===== config.mk =====
export PLATFORM = sky130hd
export DESIGN_NAME = dbus_req_buffer_flat
export DESIGN_NICKNAME = d
export VERILOG_FILES = /design/src/rtl/dbus_req_buffer_if.sv /design/src/rtl/dbus_req_buffer.sv /design/src/flat_wrapper.sv
export SDC_FILE = /design/constraint.sdc
export NUM_CORES = 1
export LEC_CHECK = 0
export ABC_CLOCK_PERIOD_IN_PS = 1830
export CAP_MARGIN = 20
export CORE_AREA = 2 2 162 164
export CTS_CLUSTER_DIAMETER = 80
export DETAILED_ROUTE_END_ITERATION = 12
export DIE_AREA = 0 0 164 166
export HOLD_SLACK_MARGIN = 0.08
export SYNTH_ARGS = -nofsm -noshare
export SYNTH_HDL_FRONTEND = slang
export SYNTH_SLANG_ARGS = --single-unit
export TNS_END_PERCENT = 1

===== constraint.sdc =====
create_clock -name clk -period 1.83 [get_ports clk]
set_input_delay 0.366 -clock clk [delete_from_list [all_inputs] [get_ports clk]]
set_output_delay 0.366 -clock clk [all_outputs]
set_load 0.01 [all_outputs]

===== src/rtl/dbus_req_buffer_if.sv =====
// Data-bus request buffer interface and shared types.
//
// dbus_pkg      : request/response structs and access-size encoding.
// dbus_req_buffer_if : bundles every handshake/bus signal of the buffer.
//   ureq     memory stage -> buffer   request (valid, addr, size, strobe, data)
//   uresp    buffer -> memory stage   response (addr_ok, data_ok, data)
//   misalign buffer -> memory stage   qualifies uresp.data_ok: misaligned access
//   timeout  buffer -> memory stage   qualifies uresp.data_ok: bus timeout
//   dreq     buffer -> cache/bus      registered request
//   dresp    cache/bus -> buffer      bus response
//   busy     buffer -> memory stage   buffer is not idle
//
// Handshake: a request is offered by holding ureq.valid; the buffer takes it
// in the cycle it is idle and flush is low. dreq is valid from the cycle
// after acceptance until (and including) the cycle dresp.data_ok is seen,
// and its fields do not change during that window. dresp.addr_ok accepts
// the address, dresp.data_ok completes the transfer. uresp.data_ok is a
// one-cycle completion pulse; misalign/timeout only mean something while
// it is high.
package dbus_pkg;
  typedef enum logic [1:0] {
    MSIZE1 = 2'd0,
    MSIZE2 = 2'd1,
    MSIZE4 = 2'd2,
    MSIZE8 = 2'd3
  } msize_t;

  typedef struct packed {
    logic        valid;
    logic [63:0] addr;
    msize_t      size;
    logic [7:0]  strobe;
    logic [63:0] data;
  } dbus_req_t;

  typedef struct packed {
    logic        addr_ok;
    logic        data_ok;
    logic [63:0] data;
  } dbus_resp_t;
endpackage

interface dbus_req_buffer_if;
  import dbus_pkg::*;

  dbus_req_t  ureq;
  dbus_resp_t uresp;
  logic       misalign;
  logic       timeout;
  dbus_req_t  dreq;
  dbus_resp_t dresp;
  logic       busy;

  // slave: the buffer itself
  modport slave (
    input  ureq, dresp,
    output uresp, misalign, timeout, dreq, busy
  );

  // master: memory stage plus cache/bus surrounding the buffer
  modport master (
    output ureq, dresp,
    input  uresp, misalign, timeout, dreq, busy
  );
endinterface


===== src/rtl/dbus_req_buffer.sv =====
// Registered request buffer between the memory stage and the data cache/bus.
// Captures one request, holds it stable on the bus until data_ok, and
// returns the response combinationally. A flush keeps an in-flight bus
// transfer alive (DRAIN) but drops its response. Misaligned requests are
// answered locally; bus waits are bounded by TIMEOUT cycles (0 = no limit).
//
// Ports:
//   clk          clock, all state on posedge
//   reset        asynchronous active-low reset
//   flush        pipeline flush
//   io_bus       dbus_req_buffer_if.slave (ureq/uresp/misalign/timeout/
//                dreq/dresp/busy)
//   o_dbg_state  current FSM state (debug visibility)
module dbus_req_buffer
  import dbus_pkg::*;
#(
  parameter int unsigned TIMEOUT = 1024
) (
  input  logic               clk,
  input  logic               reset,
  input  logic               flush,
  dbus_req_buffer_if.slave   io_bus,
  output logic [2:0]         o_dbg_state
);

  localparam int          CW       = (TIMEOUT == 0) ? 1 : $clog2(TIMEOUT + 1);
  localparam bit          TO_EN    = (TIMEOUT != 0);
  localparam logic [CW-1:0] CNT_LAST = CW'(TIMEOUT - 1);

  typedef enum logic [2:0] {
    S_IDLE      = 3'd0,
    S_ISSUE     = 3'd1,
    S_WAIT_DATA = 3'd2,
    S_DRAIN     = 3'd3,
    S_ERR       = 3'd4
  } state_t;

  state_t     r_state;
  state_t     w_next;
  dbus_req_t  r_dreq;
  logic [CW-1:0] r_cnt;

  logic       w_load;
  logic       w_done;
  logic       w_misaligned;
  logic       w_timeout_hit;
  dbus_resp_t w_uresp;
  logic       w_misalign;
  logic       w_timeout;

  always_comb begin
    w_misaligned = 1'b0;
    case (io_bus.ureq.size)
      MSIZE2:  w_misaligned = io_bus.ureq.addr[0];
      MSIZE4:  w_misaligned = |io_bus.ureq.addr[1:0];
      MSIZE8:  w_misaligned = |io_bus.ureq.addr[2:0];
      default: w_misaligned = 1'b0;
    endcase
  end

  // Counter reads 0 in the first ISSUE cycle, so CNT_LAST marks the
  // TIMEOUT-th bus-wait cycle.
  assign w_timeout_hit = TO_EN && (r_cnt == CNT_LAST);

  always_comb begin
    w_next     = r_state;
    w_load     = 1'b0;
    w_done     = 1'b0;
    w_uresp    = '0;
    w_misalign = 1'b0;
    w_timeout  = 1'b0;

    case (r_state)
      S_IDLE: begin
        if (io_bus.ureq.valid && !flush) begin
          if (w_misaligned) begin
            w_next = S_ERR;
          end else begin
            w_load = 1'b1;
            w_next = S_ISSUE;
          end
        end
      end

      S_ISSUE: begin
        w_uresp.addr_ok = io_bus.dresp.addr_ok;
        // Flush loses to a completion that is already here; the response is
        // simply not forwarded. Flush wins over timeout.
        if (io_bus.dresp.addr_ok && io_bus.dresp.data_ok) begin
          w_done = 1'b1;
          w_next = S_IDLE;
          if (!flush) begin
            w_uresp.data_ok = 1'b1;
            w_uresp.data    = io_bus.dresp.data;
          end
        end else if (flush) begin
          w_next = S_DRAIN;
        end else if (w_timeout_hit) begin
          w_uresp.data_ok = 1'b1;
          w_timeout       = 1'b1;
          w_next          = S_DRAIN;
        end else if (io_bus.dresp.addr_ok) begin
          w_next = S_WAIT_DATA;
        end
      end

      S_WAIT_DATA: begin
        if (io_bus.dresp.data_ok) begin
          w_done = 1'b1;
          w_next = S_IDLE;
          if (!flush) begin
            w_uresp.data_ok = 1'b1;
            w_uresp.data    = io_bus.dresp.data;
          end
        end else if (flush) begin
          w_next = S_DRAIN;
        end else if (w_timeout_hit) begin
          w_uresp.data_ok = 1'b1;
          w_timeout       = 1'b1;
          w_next          = S_DRAIN;
        end
      end

      // Bus is still owed its completion; nothing goes upstream.
      S_DRAIN: begin
        if (io_bus.dresp.data_ok) begin
          w_done = 1'b1;
          w_next = S_IDLE;
        end
      end

      S_ERR: begin
        w_uresp.data_ok = 1'b1;
        w_misalign      = 1'b1;
        w_next          = S_IDLE;
      end

      default: w_next = S_IDLE;
    endcase
  end

  always_ff @(posedge clk or negedge reset) begin
    if (!reset) begin
      r_state <= S_IDLE;
    end else begin
      r_state <= w_next;
    end
  end

  always_ff @(posedge clk or negedge reset) begin
    if (!reset) begin
      r_dreq <= '0;
    end else if (w_load) begin
      r_dreq <= '{valid:  1'b1,
                  addr:   io_bus.ureq.addr,
                  size:   io_bus.ureq.size,
                  strobe: io_bus.ureq.strobe,
                  data:   io_bus.ureq.data};
    end else if (w_done) begin
      r_dreq.valid <= 1'b0;
    end
  end

  always_ff @(posedge clk or negedge reset) begin
    if (!reset) begin
      r_cnt <= '0;
    end else if (w_load) begin
      r_cnt <= '0;
    end else if (((r_state == S_ISSUE) || (r_state == S_WAIT_DATA)) && (r_cnt != '1)) begin
      r_cnt <= r_cnt + 1'b1;
    end
  end

  assign io_bus.dreq     = r_dreq;
  assign io_bus.uresp    = w_uresp;
  assign io_bus.misalign = w_misalign;
  assign io_bus.timeout  = w_timeout;
  assign io_bus.busy     = (r_state != S_IDLE);
  assign o_dbg_state     = r_state;

endmodule


===== src/flat_wrapper.sv =====
// flat-port wrapper written by rule: the top's interface ports become plain ports
module dbus_req_buffer_flat import dbus_pkg::*;
#(
  parameter int unsigned TIMEOUT = 1024
)
  (clk, reset, flush, o_dbg_state, io_bus_ureq, io_bus_dresp, io_bus_uresp, io_bus_misalign, io_bus_timeout, io_bus_dreq, io_bus_busy);
  dbus_req_buffer_if io_bus_i ();
  input  logic clk;
  input  logic reset;
  input  logic flush;
  output logic [2:0] o_dbg_state;
  input wire logic [$bits(io_bus_i.ureq)-1:0] io_bus_ureq;
  input wire logic [$bits(io_bus_i.dresp)-1:0] io_bus_dresp;
  output wire logic [$bits(io_bus_i.uresp)-1:0] io_bus_uresp;
  output wire logic [$bits(io_bus_i.misalign)-1:0] io_bus_misalign;
  output wire logic [$bits(io_bus_i.timeout)-1:0] io_bus_timeout;
  output wire logic [$bits(io_bus_i.dreq)-1:0] io_bus_dreq;
  output wire logic [$bits(io_bus_i.busy)-1:0] io_bus_busy;
  assign io_bus_i.ureq = io_bus_ureq;
  assign io_bus_i.dresp = io_bus_dresp;
  assign io_bus_uresp = io_bus_i.uresp;
  assign io_bus_misalign = io_bus_i.misalign;
  assign io_bus_timeout = io_bus_i.timeout;
  assign io_bus_dreq = io_bus_i.dreq;
  assign io_bus_busy = io_bus_i.busy;
  dbus_req_buffer #(.TIMEOUT(TIMEOUT)) u_core (.clk(clk), .reset(reset), .flush(flush), .io_bus(io_bus_i), .o_dbg_state(o_dbg_state));
endmodule

==> impl_results.md <==
* Ys flop type: dfrtp_1
* CP max FO at 14
* Kind of critical path: flop to primary output
* Routed Antenna Nets at 0
* Status: complete, but fails checks
* DRT Wirelength at 24300 um
* Global-route usage over all layers at 0.175
* CTS Sinks at 153
* Htree depth at 4
* Largest vdd supply drop at 0.617 mV
* Number of synthesized register bits at 153
* Slew HR at 0.737
* Most common cell after layout, fill and taps aside: nand2_1
* Final worst slack at -613 ps
* LEAKAGE at 5.85 nW
* Via density at 4.21
* Area after DPL at 11500 um^2
* Fill cell count at 2504
* Fmax at 0.409 GHz
* Violated checks: negative setup slack
* Cell Pwr Density at 1390 nW/um^2
* Antenna Cells at 0
* GR met1 Demand/Resource at 0.223
* Min Tclk post-route at 2440 ps
* Seq/Total Area, Yosys at 0.570
* Design Power at 16.7 mW
* Worst skew pair latency at 420 ps
* Wirelength per Cell at 15.6 um
* Die area at 27200 um^2
* Post-synth EDFFs at 0
* Die X at 164 um
* Arrival time at the worst endpoint at 2080 ps
* Synthesized cell area at 6720 um^2
* Crit start category: flop
* Met2 usage at 0.274
* IO Count at 419
* 1st-iter DRT viols at 418
* TritonCTS clock tree: yes
* Async S/R FF share, synth at 1.00
* DR pass1 iterations at 4
* CTS clk-pin slew, worst paths at 70 ps
* RD Place Congestion at 0.872
* Max-cap violations at 0
* Warnings, synthesis at 0
* Die Y-Extent at 166 um
* Mapped Nets at 973
* Post-Syn Instances at 764
* Initial antenna violation count at 0
* Slew at the pin closest to its max-slew limit at 395 ps
* Initial core utilization at 0.262
* Worst setup EP type: primary output
* First-pass GRT wire length at 36900 um
* Layout Nets at 1425
* Largest net degree at the start of global routing at 58
* Req. time, crit path at 1460 ps
* Via count at 6583
* Number of global-route vias before repair at 6521
* Synth cell types at 42
* Layout cells sized above 1 at 0.149
* Setup violators final at 206
* # rows at 59
* Design area at 12100 um^2
* GR peak layer: met2
* Period Utilization, post-route at 1.34
* IO buf count at 418
* Grt ovf at 0
* CTS Root Cell: clkbuf_16
* Area delta synth->final at 79.5%
* Clock skew at 12.8 ps
* Hold WC Path Type: primary input to async pin
* DRC at 0
* Clock Tree Buf Depth at 2
* CORE AREA at 25600 um^2
* Clock buffer count from CTS at 17
* RSZ-0062 raised after global routing: true
* Half-perimeter wire length after placement at 17900 um
* Syn Area/Cell at 8.80 um^2
* Fin. max-slew vios at 0
* Met3 Usage GRT at 0.0567
* Most frequent cells in the layout: nand2_1, clkdlybuf4s50_1, dfrtp_1
* Endpoints failing hold at 0
==> metal layers <==
layer,up-vias,share of wire
met1,3049,0.43
li1,3244,-
met3,44,0.083
met4,0,0.029
met2,246,0.46
met5,-,0
==> flip-flops by register name, indices dropped and copies added, names as in the netlist <==
signal / cells
u_core.r_cnt: 11
u_core.o_dbg_state: 3
u_core.io_bus.dreq: 139
==> cell usage after synthesis, types with 2 or more instances <==
library cell  number  area share
a2111oi_2          2      0.0045
a211oi_1           3      0.0034
a21o_1             2      0.0022
a21oi_1            7      0.0052
and2_1            65       0.060
and3_1             2      0.0019
buf_4              4      0.0045
buf_6             22       0.037
clkbuf_1          14      0.0078
dfrtp_1          153        0.57
mux2i_1            4      0.0060
nand2_1          427        0.24
nand2b_1           3      0.0028
nand3_1            5      0.0037
nand4_1            2      0.0019
nor2_1            14      0.0078
nor3_1             3      0.0022
o21ai_0            3      0.0022
xnor2_1            6      0.0078
==> power by group <==
part | internal (mW) | switching, mW | total, mW
clock | 2.09 | 1.54 | 3.63
combinational | 4.12 | 3.28 | 7.41
sequential | 4.91 | 0.800 | 5.71
total | 11.1 | 5.63 | 16.7
==> cell families (layout without fill, tap and decap cells) <==
family / count (synthesis) / in the layout / share of synthesized area
adder cells (fa/ha/maj): 1 / 1 / 0.00186
buffers and inverters: 42 / 507 / 0.0506
XOR/XNOR: 6 / 6 / 0.00782
flip-flops: 153 / 153 / 0.570
AND/OR/NAND/NOR: 532 / 532 / 0.334
multiplexers: 4 / 4 / 0.00596
AO/OA/AOI/OAI: 26 / 26 / 0.0303
==> metrics by stage <==
step           hold slack, ps   util  worst slack (ps)  TNS [ps]  std cells
6_report                  413  0.471              -613    -35650       1564
5_1_grt                   440  0.471              -687    -57430       1564
4_1_cts                   416  0.476              -801    -42160       1558
3_5_place_dp              307  0.449              -746    -93170       1525
3_3_place_gp              320  0.449              -715    -94900       1525
2_1_floorplan            70.4      -             -5.24      -264        764
==> path summary, 6_finish.rpt <==
path                                                             to  cells past startpoint  slack [ps]                           startpoint
worst max-delay path                                io_bus_uresp[5]                      6        -610    u_core.o_dbg_state[1]$_DFFE_PN0P_
worst min-delay path            u_core.io_bus.dreq[131]$_DFFE_PN0N_                      2         410                                reset
worst max register to register   u_core.io_bus.dreq[33]$_DFFE_PN0N_                      8         -50    u_core.o_dbg_state[1]$_DFFE_PN0P_
worst min register to register  u_core.io_bus.dreq[112]$_DFFE_PN0N_                      2         470  u_core.io_bus.dreq[112]$_DFFE_PN0N_
max in group asynchronous        u_core.io_bus.dreq[75]$_DFFE_PN0N_                      3         800                                reset
min in group clk                 u_core.io_bus.dreq[45]$_DFFE_PN0N_                      3         460                      io_bus_ureq[45]
==> final cells by class <==
class / count / area (um^2) / share of cell area
Sequential cell: 153 / 3830 / 0.317
Multi-Input combinational cell: 569 / 2650 / 0.220
Tap cell: 335 / 419 / 0.0347
Clock inverter: 13 / 156 / 0.0130
Clock buffer: 19 / 443 / 0.0367
Timing Repair Buffer: 475 / 4570 / 0.378
==> worst max-delay path, stage by stage, from the launching register on <==
cell,delay (ps)
dfrtp_1,410
nand3b_1,240
a211oi_4,310
buf_6,180
buf_12,140
and2_1,160
clkdlybuf4s15_2,230
==> what timing repair did <==
| action | CTS | global route |
|---|---|---|
| hold buffers | 1 | 0 |
| hold endpoints to repair | 35 | 0 |
| cloned | 0 | 3 |
| buffers inserted | 0 | 3 |
| pin swaps | 2 | 6 |
| gates resized for setup | 189 | 92 |
| endpoints found under the setup margin | 218 | 220 |
Power figures use the tool's default switching activity.
